[src/rtl/parallel_hps_single_pio_word_packer.sv]
// Byte-to-word packer for a 32-bit input PIO.
// Bytes are collected into up to three payload slots. A completed word is
// published on out_port together with a toggle bit, a last flag, a byte count
// and a 4-bit sequence number. The word then stays stable for HOLD_CYCLES
// cycles, during which in_ready is low. The toggle bit makes every publish
// visible to an edge-detecting PIO, even when the payloads are identical.
module parallel_hps_single_pio_word_packer #(
   parameter int unsigned HOLD_CYCLES = 4   // legal range 2..255
) (
   input  logic        clk,
   input  logic        reset,
   input  logic [7:0]  in_data,
   input  logic        in_valid,
   input  logic        in_last,
   output logic        in_ready,
   output logic [31:0] out_port,
   output logic [15:0] word_count
);

   typedef enum logic {
      ST_FILL = 1'b0,
      ST_HOLD = 1'b1
   } state_t;

   state_t      r_state;
   state_t      w_state_next;

   logic        r_in_ready;
   logic [1:0]  r_slot;
   logic [15:0] r_buf;         // bytes 0 and 1 of the word being filled
   logic [3:0]  r_seq;
   logic [7:0]  r_hold_cnt;
   logic [31:0] r_out;
   logic [15:0] r_word_count;

   logic        w_accept;
   logic        w_complete;
   logic        w_hold_done;
   logic        w_ready_next;
   logic [1:0]  w_count;
   logic [23:0] w_payload;

   // A byte is taken only while the registered ready is high; the word closes on slot 2 or on in_last.
   assign w_accept    = in_valid & r_in_ready & (r_state == ST_FILL);
   assign w_complete  = w_accept & ((r_slot == 2'd2) | in_last);
   assign w_hold_done = (r_state == ST_HOLD) && (r_hold_cnt == 8'(HOLD_CYCLES - 1));

   // State register.
   always_ff @(posedge clk or posedge reset) begin
      if (reset) begin
         r_state <= ST_FILL;
      end else begin
         // NOTE: sequential state is always updated with <= so that every flop samples pre-edge values.
         r_state <= w_state_next;
      end
   end

   // Next-state logic: FILL until a word completes, HOLD until the hold counter expires.
   always_comb begin
      // NOTE: a default assignment comes first, so every path drives the signal and no latch is inferred.
      w_state_next = r_state;
      case (r_state)
         ST_FILL: if (w_complete)  w_state_next = ST_HOLD;
         ST_HOLD: if (w_hold_done) w_state_next = ST_FILL;
         default:                  w_state_next = ST_FILL;
      endcase
   end

   // Output decode: next value of the ready flop and the word assembled from the completing byte.
   always_comb begin
      w_ready_next = (w_state_next == ST_FILL);
      w_count      = r_slot + 2'd1;
      w_payload    = '0;
      case (r_slot)
         2'd0:    w_payload = {16'h0000, in_data};
         2'd1:    w_payload = {8'h00, in_data, r_buf[7:0]};
         default: w_payload = {in_data, r_buf};
      endcase
   end

   // Datapath: ready flop, hold counter, slot/buffer fill and word publication.
   always_ff @(posedge clk or posedge reset) begin
      if (reset) begin
         r_in_ready   <= 1'b0;
         r_hold_cnt   <= '0;
         r_slot       <= '0;
         r_buf        <= '0;
         r_seq        <= '0;
         r_out        <= '0;
         r_word_count <= '0;
      end else begin
         r_in_ready <= w_ready_next;

         if (r_state == ST_HOLD && !w_hold_done) begin
            r_hold_cnt <= r_hold_cnt + 8'd1;
         end else begin
            r_hold_cnt <= '0;
         end

         if (w_complete) begin
            r_out        <= {~r_out[31], in_last, w_count, r_seq, w_payload};
            r_seq        <= r_seq + 4'd1;
            r_word_count <= r_word_count + 16'd1;
            r_slot       <= '0;
            r_buf        <= '0;
         end else if (w_accept) begin
            r_slot <= r_slot + 2'd1;
            if (r_slot == 2'd0) begin
               r_buf[7:0] <= in_data;
            end else begin
               r_buf[15:8] <= in_data;
            end
         end
      end
   end

   assign in_ready   = r_in_ready;
   assign out_port   = r_out;
   assign word_count = r_word_count;

endmodule

[config.mk]
export PLATFORM = sky130hd
export DESIGN_NAME = parallel_hps_single_pio_word_packer
export DESIGN_NICKNAME = d
export VERILOG_FILES = /design/src/rtl/parallel_hps_single_pio_word_packer.sv
export SDC_FILE = /design/constraint.sdc
export NUM_CORES = 1
export LEC_CHECK = 0
export BUFFER_PORTS_ARGS = -buffer_cell sky130_fd_sc_hd__buf_4
export CAP_MARGIN = 20
export CORE_AREA = 2 2 79 81
export DETAILED_ROUTE_END_ITERATION = 7
export DIE_AREA = 0 0 81 83
export PLACE_DENSITY = 0.91
export SLEW_MARGIN = 15
export SYNTH_ARGS = -nofsm -noshare
export SYNTH_HDL_FRONTEND = slang
export SYNTH_SLANG_ARGS = --single-unit
export TNS_END_PERCENT = 30
[constraint.sdc]
create_clock -name clk -period 3.5 [get_ports clk]
set_clock_uncertainty 0.1 [all_clocks]
set_input_delay 0.35 -clock clk [delete_from_list [all_inputs] [get_ports clk]]
set_output_delay 0.35 -clock clk [all_outputs]
set_load 0.03 [all_outputs]
* Yosys cells after proc, flatten, opt, wreduce, memory -nomap -nowiden
Cells that the tools add are included.
** Word-level totals
- Register bits :: 80
- Input bits :: 12
- Output and inout bits :: 49
- Word-level logic and storage cells :: 43
** Operators by class
- Add/sub/neg operators :: 4
- Eq/ne operators :: 4
- Mux-type cells :: 11
- Bitwise operators :: 7
- Reduce and logical (&&, ||, !) cells :: 8
** Operator list (number)
- $pmux 24 s2 :: 1
- $mux 16 :: 2
- $mux 8 :: 3
- $add 16x1->16 const B :: 1
- $add 8x1->8 const B :: 1
- $eq 8x2->1 const B :: 1
- $add 4x1->4 const B :: 1
- $mux 2 :: 2
- $reduce_and 2->1 :: 2
- $reduce_bool 2->1 :: 2
- $and 1x1->1 :: 3
- $not 1->1 :: 3
- $add 2x1->2 const B :: 1
- $eq 2x1->1 const B :: 1
- $eq 2x2->1 const B :: 1
- $logic_and 1x1->1 :: 2
- $logic_not 2->1 :: 1
- $mux 1 :: 2
- $ne 2x2->1 const B :: 1
- $pmux 1 s2 :: 1
- $logic_not 1->1 :: 1
- $or 1x1->1 :: 1

* Logic depth before layout (Yosys ltp)
Gate-level depths: netlist of the first run.
- Depth after elaboration :: 6
- Mapped depth :: 7
- Mapped depth without buffers :: 6

* Worst setup path after synthesis of the first run
Ideal clock, no wire load.
- Path type :: reg2reg
- From :: register r_word_count[0] (netlist: word_count[0])
- To :: register r_word_count[10] (netlist: word_count[10])
- Setup time :: 80 ps
- Data arrival time :: 1591 ps
- Data required time :: 3320 ps
- Path slack :: 1729 ps
- Cell stages (with the launch flop) :: 6
- Path buffers :: 0
- Period minus slack after synthesis :: 1771 ps
- Cells stage by stage :: dfrtp_1 -> ha_1 -> nand3_1 -> nor4_2 -> and4_1 -> xor2_1
** On the way
- Longest elaborated chain between the ends :: 1
** RTL lines
- start: declaration :: line 34 : logic [15:0] r_word_count;
- start signal: assignment :: line 103 : r_word_count <= r_word_count + 16'd1;
- $add 16x1->16 :: line 103
Every way passes these cells.
A chain may end at the register's enable or synchronous reset.

* Worst setup path after layout of the first run
- From :: register r_slot[0]
- To :: register r_out[19] (netlist: out_port[19])
** On the way
- Longest elaborated chain between the ends :: 3
- Elaborated cells on any way between the ends :: 6
- Those cells by class :: eq/ne (2); mux (1); bitwise (2); reduce/logical (1)
** RTL lines
- start: declaration :: line 29 : logic [1:0] r_slot;
- start signal: assignment :: line 107 : r_slot <= r_slot + 2'd1;
- $eq 2x2->1 :: line 45 : assign w_complete = w_accept & ((r_slot == 2'd2) | in_last);
- $or 1x1->1 :: line 45
- $and 1x1->1 :: line 45
- end signal: assignment :: line 101 : r_out <= {~r_out[31], in_last, w_count, r_seq, w_payload};
- end: declaration :: line 33 : logic [31:0] r_out;
Several ways; a longest one is shown, not always the timed one.

==> results of run 1 <==
-- flip-flops by register name, summed over array words and instances, names as in the netlist --
name	count
out_port	32
in_ready	1
word_count	16
r_seq	4
r_slot	2
r_hold_cnt	8
r_buf	16
r_state	1
-- power breakdown --
group	internal (mW)	total [mW]	leakage [nW]	switching, mW
clock	0.407	0.729	0.113	0.322
sequential	1.25	1.50	1.01	0.245
combinational	0.498	1.40	0.948	0.897
total	2.16	3.62	2.07	1.46
-- worst max-delay path, cell delays in order, from the launching register on --
cell	delay, ps
dfrtp_1	420
inv_1	110
ha_1	290
nor2_1	140
nor2_2	670
buf_4	340
nand3_1	100
nand2_1	80
-- path summary, 6_finish.rpt --
path                                          startpoint                        to  cells after the start
worst max-delay path               r_slot[0]$_DFFE_PP0P_  out_port[19]$_DFFE_PP0P_                      7
worst min register to register  out_port[24]$_DFFE_PP0P_  out_port[24]$_DFFE_PP0P_                      2
min in group asynchronous                          reset   r_hold_cnt[6]$_DFF_PP0_                      3
worst min-delay path                          in_data[2]  out_port[18]$_DFFE_PP0P_                      3
worst max register to register     r_slot[0]$_DFFE_PP0P_  out_port[19]$_DFFE_PP0P_                      7
max in group asynchronous                          reset  out_port[19]$_DFFE_PP0P_                      4
-- per-stage QoR --
step	hold WS, ps	instances	power [mW]	area (µm²)	setup slack (ps)
floorplan	325	329	2.36	3360	998
global placement	336	454	2.84	3880	1370
detailed placement	356	454	2.91	3880	1190
CTS	124	470	3.63	4100	1170
global route	160	472	3.83	4130	1000
finish	159	472	3.62	4130	1180
-- kinds of logic (layout without fill, tap and decap cells) --
family          after synthesis  in the layout  share of synthesized area [%]
compound gates               41             41                           8.24
fa+ha+maj                     6              6                           2.24
flops                        80             80                           59.7
simple gates                156            156                           20.4
xor+xnor                     25             25                           6.52
buf+inv                      21             89                           2.91
-- timing repair --
action,4_1_cts,5_1_grt
endpoints found under the setup margin,0,0
setup buffers,0,0
hold buffers,0,1
endpoints found under the hold margin,0,10
-- cell usage in the layout, fill, tap and decap left out, drive strengths merged, types with 2 or more instances in the layout --
cell | synthesis | layout
nand2 | 70 | 70
xnor2 | 15 | 15
xor2 | 10 | 10
dfrtp | 80 | 80
nand4 | 3 | 3
nor2 | 48 | 48
clkbuf | 4 | 14
inv | 6 | 5
nor4 | 3 | 3
nor3 | 2 | 2
and3 | 4 | 4
o21ai | 20 | 20
nand3 | 20 | 20
clkinv | 0 | 2
a221oi | 16 | 16
and4 | 2 | 2
ha | 6 | 6
buf | 11 | 66
-- area by class of cell --
type / instances / area [µm²] / area share [%]
clock buffers: 14 / 183 / 4.42
clock inverters: 2 / 35.0 / 0.848
inverters: 6 / 23.8 / 0.575
multi-input cells: 228 / 1270 / 30.7
flip-flops and latches: 80 / 2000 / 48.4
well taps: 75 / 93.8 / 2.27
repair buffers: 67 / 526 / 12.7
-- metal layers --
layer  GRT usage (%)  vias up  routed length, µm
met4            8.63        0                139
met1            33.3     1294               3030
met5               0        -                  0
li1                -     1236                  -
met3            6.30       12                509
met2            37.8      109               3820
==> flow_metrics.tcl, run 1 <==
set metrics [dict create \
    max_slew.worst_pin.slew_ps 859 \
    rsz0062_at_grt "false" \
    die_h_um 83 \
    final_max_slew_viol_count 0 \
    crit_path_end_kind "flip-flop" \
    drc 0 \
    postSynthAreaPerCell_um2 10.2 \
    groute.usage.overall_pct 24.4 \
    clk_pin_slew_ps 80 \
    io_pins 61 \
    ant_nets 0 \
    slew_headroom_pct 42.7 \
    antenna_found_initial 0 \
    nFillCells 467 \
    setup_viol 0 \
    die_x_um 81 \
    p_leak_nw 2.07 \
    irDropWorstVdd_mv 0.470 \
    async_flop_share_pct 100 \
    yosysMostFrequentCell "dfrtp_1" \
    synth_nets 347 \
    initial_core_util_pct 57.7 \
    synth_cells 329 \
    place.gp.congestion 0.838 \
    timing.fmax_mhz 431 \
    arrival_ps 2510 \
    synth.largest_area_cell "dfrtp_1" \
    num_rows 28 \
    area_growth_pct 23.2 \
    post-route-period-util_pct 66.3 \
    synth_area_um2 3360 \
    yosysWarnings 0 \
    ys_top_cells_by_area "dfrtp_1 (60%), nand2_1 (7.8%), nor2_1 (5.4%)" \
    synth-seq-cells 80 \
    htree_levels 3 \
    worstPathRequired_ps 3690 \
    hold_class "input port to flip-flop" \
    synth_top_area_share_pct 59.7 \
    routedWlPerCell_um 15.9 \
    cts_tree "built" \
    dieArea_um2 6720 \
    numClockSinks 80 \
    cts_max_path_buffers 2 \
    wl_mm 7.50 \
    yosys-top-cells-count "dfrtp_1 (80), nand2_1 (70), nor2_1 (48)" \
    reg2reg_slack_ps 1180 \
    first_pass_iters 4 \
    cts_resized 0 \
    synth_ff_type "dfrtp_1" \
    run_status "finished, final reports clean" \
    synth-edff-count 0 \
    drive_above_1_share_pct 21.9 \
    critPathLaunchType "flip-flop" \
    p_per_area_nw_per_um2 876 \
    viasPerCell 5.62 \
    grt_pass1_vias 2554 \
    grt_pass1_wl_mm 12.6 \
    worstSkewPairLatency_ps 350 \
    grt_max_degree 60 \
    ys_seq_area_share_pct 59.7 \
    finalCriticalPeriod_ps 2320 \
    vias 2651 \
    n_antenna_cell 0 \
    drt_iter0_drc 210 \
    core_um2 5820 \
    hold_viol 0 \
    ys_types 29 \
    cap_violations 0 \
    setup_tns_ps 0 \
    overflow 0 \
    final_core_util_pct 71.1 \
    num-nets-final 410 \
    cts_root_buf "clkbuf_8" \
    io_buffers 60 \
    cts_made_buffers 9 \
    dp_hpwl_mm 5.14 \
    crit_type "flip-flop to flip-flop" \
    crit_fanout 21 \
]
Power figures use the tool's default switching activity.
==> inputs of run 2 (changes only) <==
- ABC_AREA: not set -> 1
- CORE_AREA: 2 2 79 81 -> 2 2 83 85
- DIE_AREA: 0 0 81 83 -> 0 0 85 87
- PLACE_DENSITY: 0.91 -> 0.88
- clock period: 3.5 -> 2.3 ns (I/O delays scaled with it)
==> run 2 against run 1 <==
- synthesized cell count grew 22%
- clock power increased by 60%
- die area is 10% higher
- final area up 4.4%
- critical path type unchanged
- highest routed layer unchanged
==> flow_metrics.tcl, run 2 <==
set metrics [dict create \
    p_leak_nw 2.16 \
    grt_pass1_wl_mm 13.4 \
    p_switching_mw 2.41 \
    synth.largest_area_cell "dfrtp_1" \
    r2r-end "r_buf[11]$_DFFE_PP0P_" \
    cpMostUsedCell "inv_1" \
    cpPeakStageDelay_ps 420 \
    synth_cells 401 \
    reg2reg_slack_ps 310 \
    p_seq_share_pct 39.1 \
    initial_core_util_pct 54.5 \
    place.gp.congestion 0.841 \
    cts_tree "built" \
    num_rows 30 \
    htree_levels 3 \
    async_flop_share_pct 100 \
    io_buffers 60 \
    numClockSinks 80 \
    hp-start "in_last" \
    finalCriticalPeriod_ps 1990 \
    slew_headroom_pct 62.0 \
    run_status "finished, final reports clean" \
    core_um2 6570 \
    cp_top_family "compound AO/OA/AOI/OAI gates" \
    yosys-top-cells-count "nand2_1 (135), dfrtp_1 (80), nor2_1 (40)" \
    num-nets-final 482 \
    vias 2956 \
    drc 0 \
    critPathLaunchType "flip-flop" \
    synth-seq-cells 80 \
    ant_nets 0 \
    yosysWarnings 0 \
    r2r_cells 5 \
    grt_max_degree 81 \
    swShare_pct 42.1 \
    area_growth_pct 20.6 \
    crit_fanout 16 \
    crit_buf_inv 2 \
    hold_class "input port to flip-flop" \
    p_int_mw 3.31 \
    clk_pin_slew_ps 80 \
    post-route-period-util_pct 86.7 \
    worstPathRequired_ps 2420 \
    die_h_um 87 \
    place_area_um2 4070 \
    ys_seq_area_share_pct 55.9 \
    dp_hpwl_mm 5.42 \
    critPathSlowestCell "ha_1" \
    crit_path_cell_trace "inv_1, ha_1, inv_1, o21ai_4, o21ai_0" \
    wl_mm 7.89 \
    crit_start "r_slot[0]$_DFFE_PP0P_" \
    crit_path_end_kind "flip-flop" \
    drt_iter0_drc 139 \
    overflow 0 \
    synth_nets 419 \
    whs_ps 27.5 \
    ys_types 28 \
    ys_top_cells_by_area "dfrtp_1 (56%), nand2_1 (14%), nor2_1 (4.2%)" \
    synth_ff_type "dfrtp_1" \
    p_per_area_nw_per_um2 1330 \
    viasPerCell 5.38 \
    power_frac_comb_pct 40.6 \
    cts_made_buffers 9 \
    synth-edff-count 0 \
    largest_reg_flops 32 \
    worstSkewPairLatency_ps 350 \
    holdPathEnd "out_port[30]$_DFFE_PP0P_" \
    antenna_found_initial 0 \
    max_slew.worst_pin.slew_ps 570 \
    arrival_ps 2110 \
    die_x_um 85 \
    synth_area_um2 3580 \
    cts_root_buf "clkbuf_8" \
    n_antenna_cell 0 \
    p_clk_share_pct 20.4 \
    grt_pass1_vias 3030 \
    crit_type "flip-flop to flip-flop" \
    holdPathStages 3 \
    yosysMostFrequentCell "nand2_1" \
    first_pass_iters 6 \
    io_pins 61 \
    final_max_slew_viol_count 0 \
    timing.fmax_mhz 501 \
    r2r-start "r_slot[0]$_DFFE_PP0P_" \
    routedWlPerCell_um 14.4 \
    setup_viol 0 \
    drive_above_1_share_pct 20.5 \
    groute.usage.overall_pct 22.7 \
    cap_violations 0 \
    final_area_um2 4320 \
    setup_tns_ps 0 \
    hold_viol 0 \
    layout_commonest_cell "nand2_1" \
    irDropWorstVdd_mv 0.750 \
    synth_top_area_share_pct 55.9 \
    cts_max_path_buffers 2 \
    postSynthAreaPerCell_um2 8.93 \
    dieArea_um2 7400 \
    final_cell_mix "nand2_1 (135), dfrtp_1 (80), buf_4 (64), nor2_1 (40), o21ai_0 (25)" \
    rsz0062_at_grt "false" \
]
-- run 2: routing by layer --
layer  GRT usage (%)  share of wire [%]
met1            28.6                 43
met2            37.9                 50
met3            4.83                5.5
met4            10.4                1.7
met5               0                  0
-- run 2: worst register-to-register path, cell delays in order (launching register included) --
cell and delay [ps]:
dfrtp_1 410, inv_1 130, ha_1 420, inv_1 250
o21ai_4 410, o21ai_0 160
-- run 2: timing repair --
| action | in CTS | in global routing |
|---|---|---|
| resized for setup | 0 | 1 |
| hold buffers | 1 | 0 |
| buffers inserted | 0 | 0 |
| hold endpoints to repair | 80 | 0 |
| endpoints found under the setup margin | 0 | 4 |
-- run 2: logic make-up after synthesis --
group	Yosys count	synth area share, %
AND/OR/NAND/NOR	212	24.9
flip-flops	80	55.9
AO/OA/AOI/OAI	51	7.90
buffers and inverters	38	5.73
XOR/XNOR	14	3.43
adder cells (fa/ha/maj)	6	2.10
-- run 2: how the worst max path moves through the flow --
stage / to / slack, ps / cells after the start
final: r_buf[11]$_DFFE_PP0P_ / 310 / 5
after global routing: r_buf[4]$_DFFE_PP0P_ / 130 / 7
after CTS: r_buf[11]$_DFFE_PP0P_ / 170 / 5
after detailed placement: r_buf[11]$_DFFE_PP0P_ / 160 / 5
after global placement: r_buf[12]$_DFFE_PP0P_ / 350 / 5
after floorplan: word_count[14]$_DFFE_PP0P_ / 740 / 8
-- run 2: layout make-up --
type	count	area (µm²)
fillers	518	2250
flip-flops and latches	80	2000
multi-input cells	283	1380
repair buffers	66	510
clock buffers	9	124
clock inverters	7	104
well taps	80	100
inverters	24	95.1
-- run 2: metrics by stage --
stage	utilization (%)	power (mW)	setup slack (ps)	cells
after floorplan	-	3.79	738	401
after global placement	62.0	4.44	353	532
after detailed placement	62.0	4.55	157	532
after CTS	65.6	5.73	172	549
after global routing	65.7	6.06	135	549
final	65.7	5.72	306	549
-- run 2: power groups by stage --
stage / Combinational [mW] / Clock (mW) / Sequential (mW)
2_1_floorplan: 1.02 / 0 / 2.77
3_3_place_gp: 2.20 / 0 / 2.24
3_5_place_dp: 2.30 / 0 / 2.25
4_1_cts: 2.32 / 1.18 / 2.23
5_1_grt: 2.53 / 1.24 / 2.30
6_report: 2.32 / 1.17 / 2.24
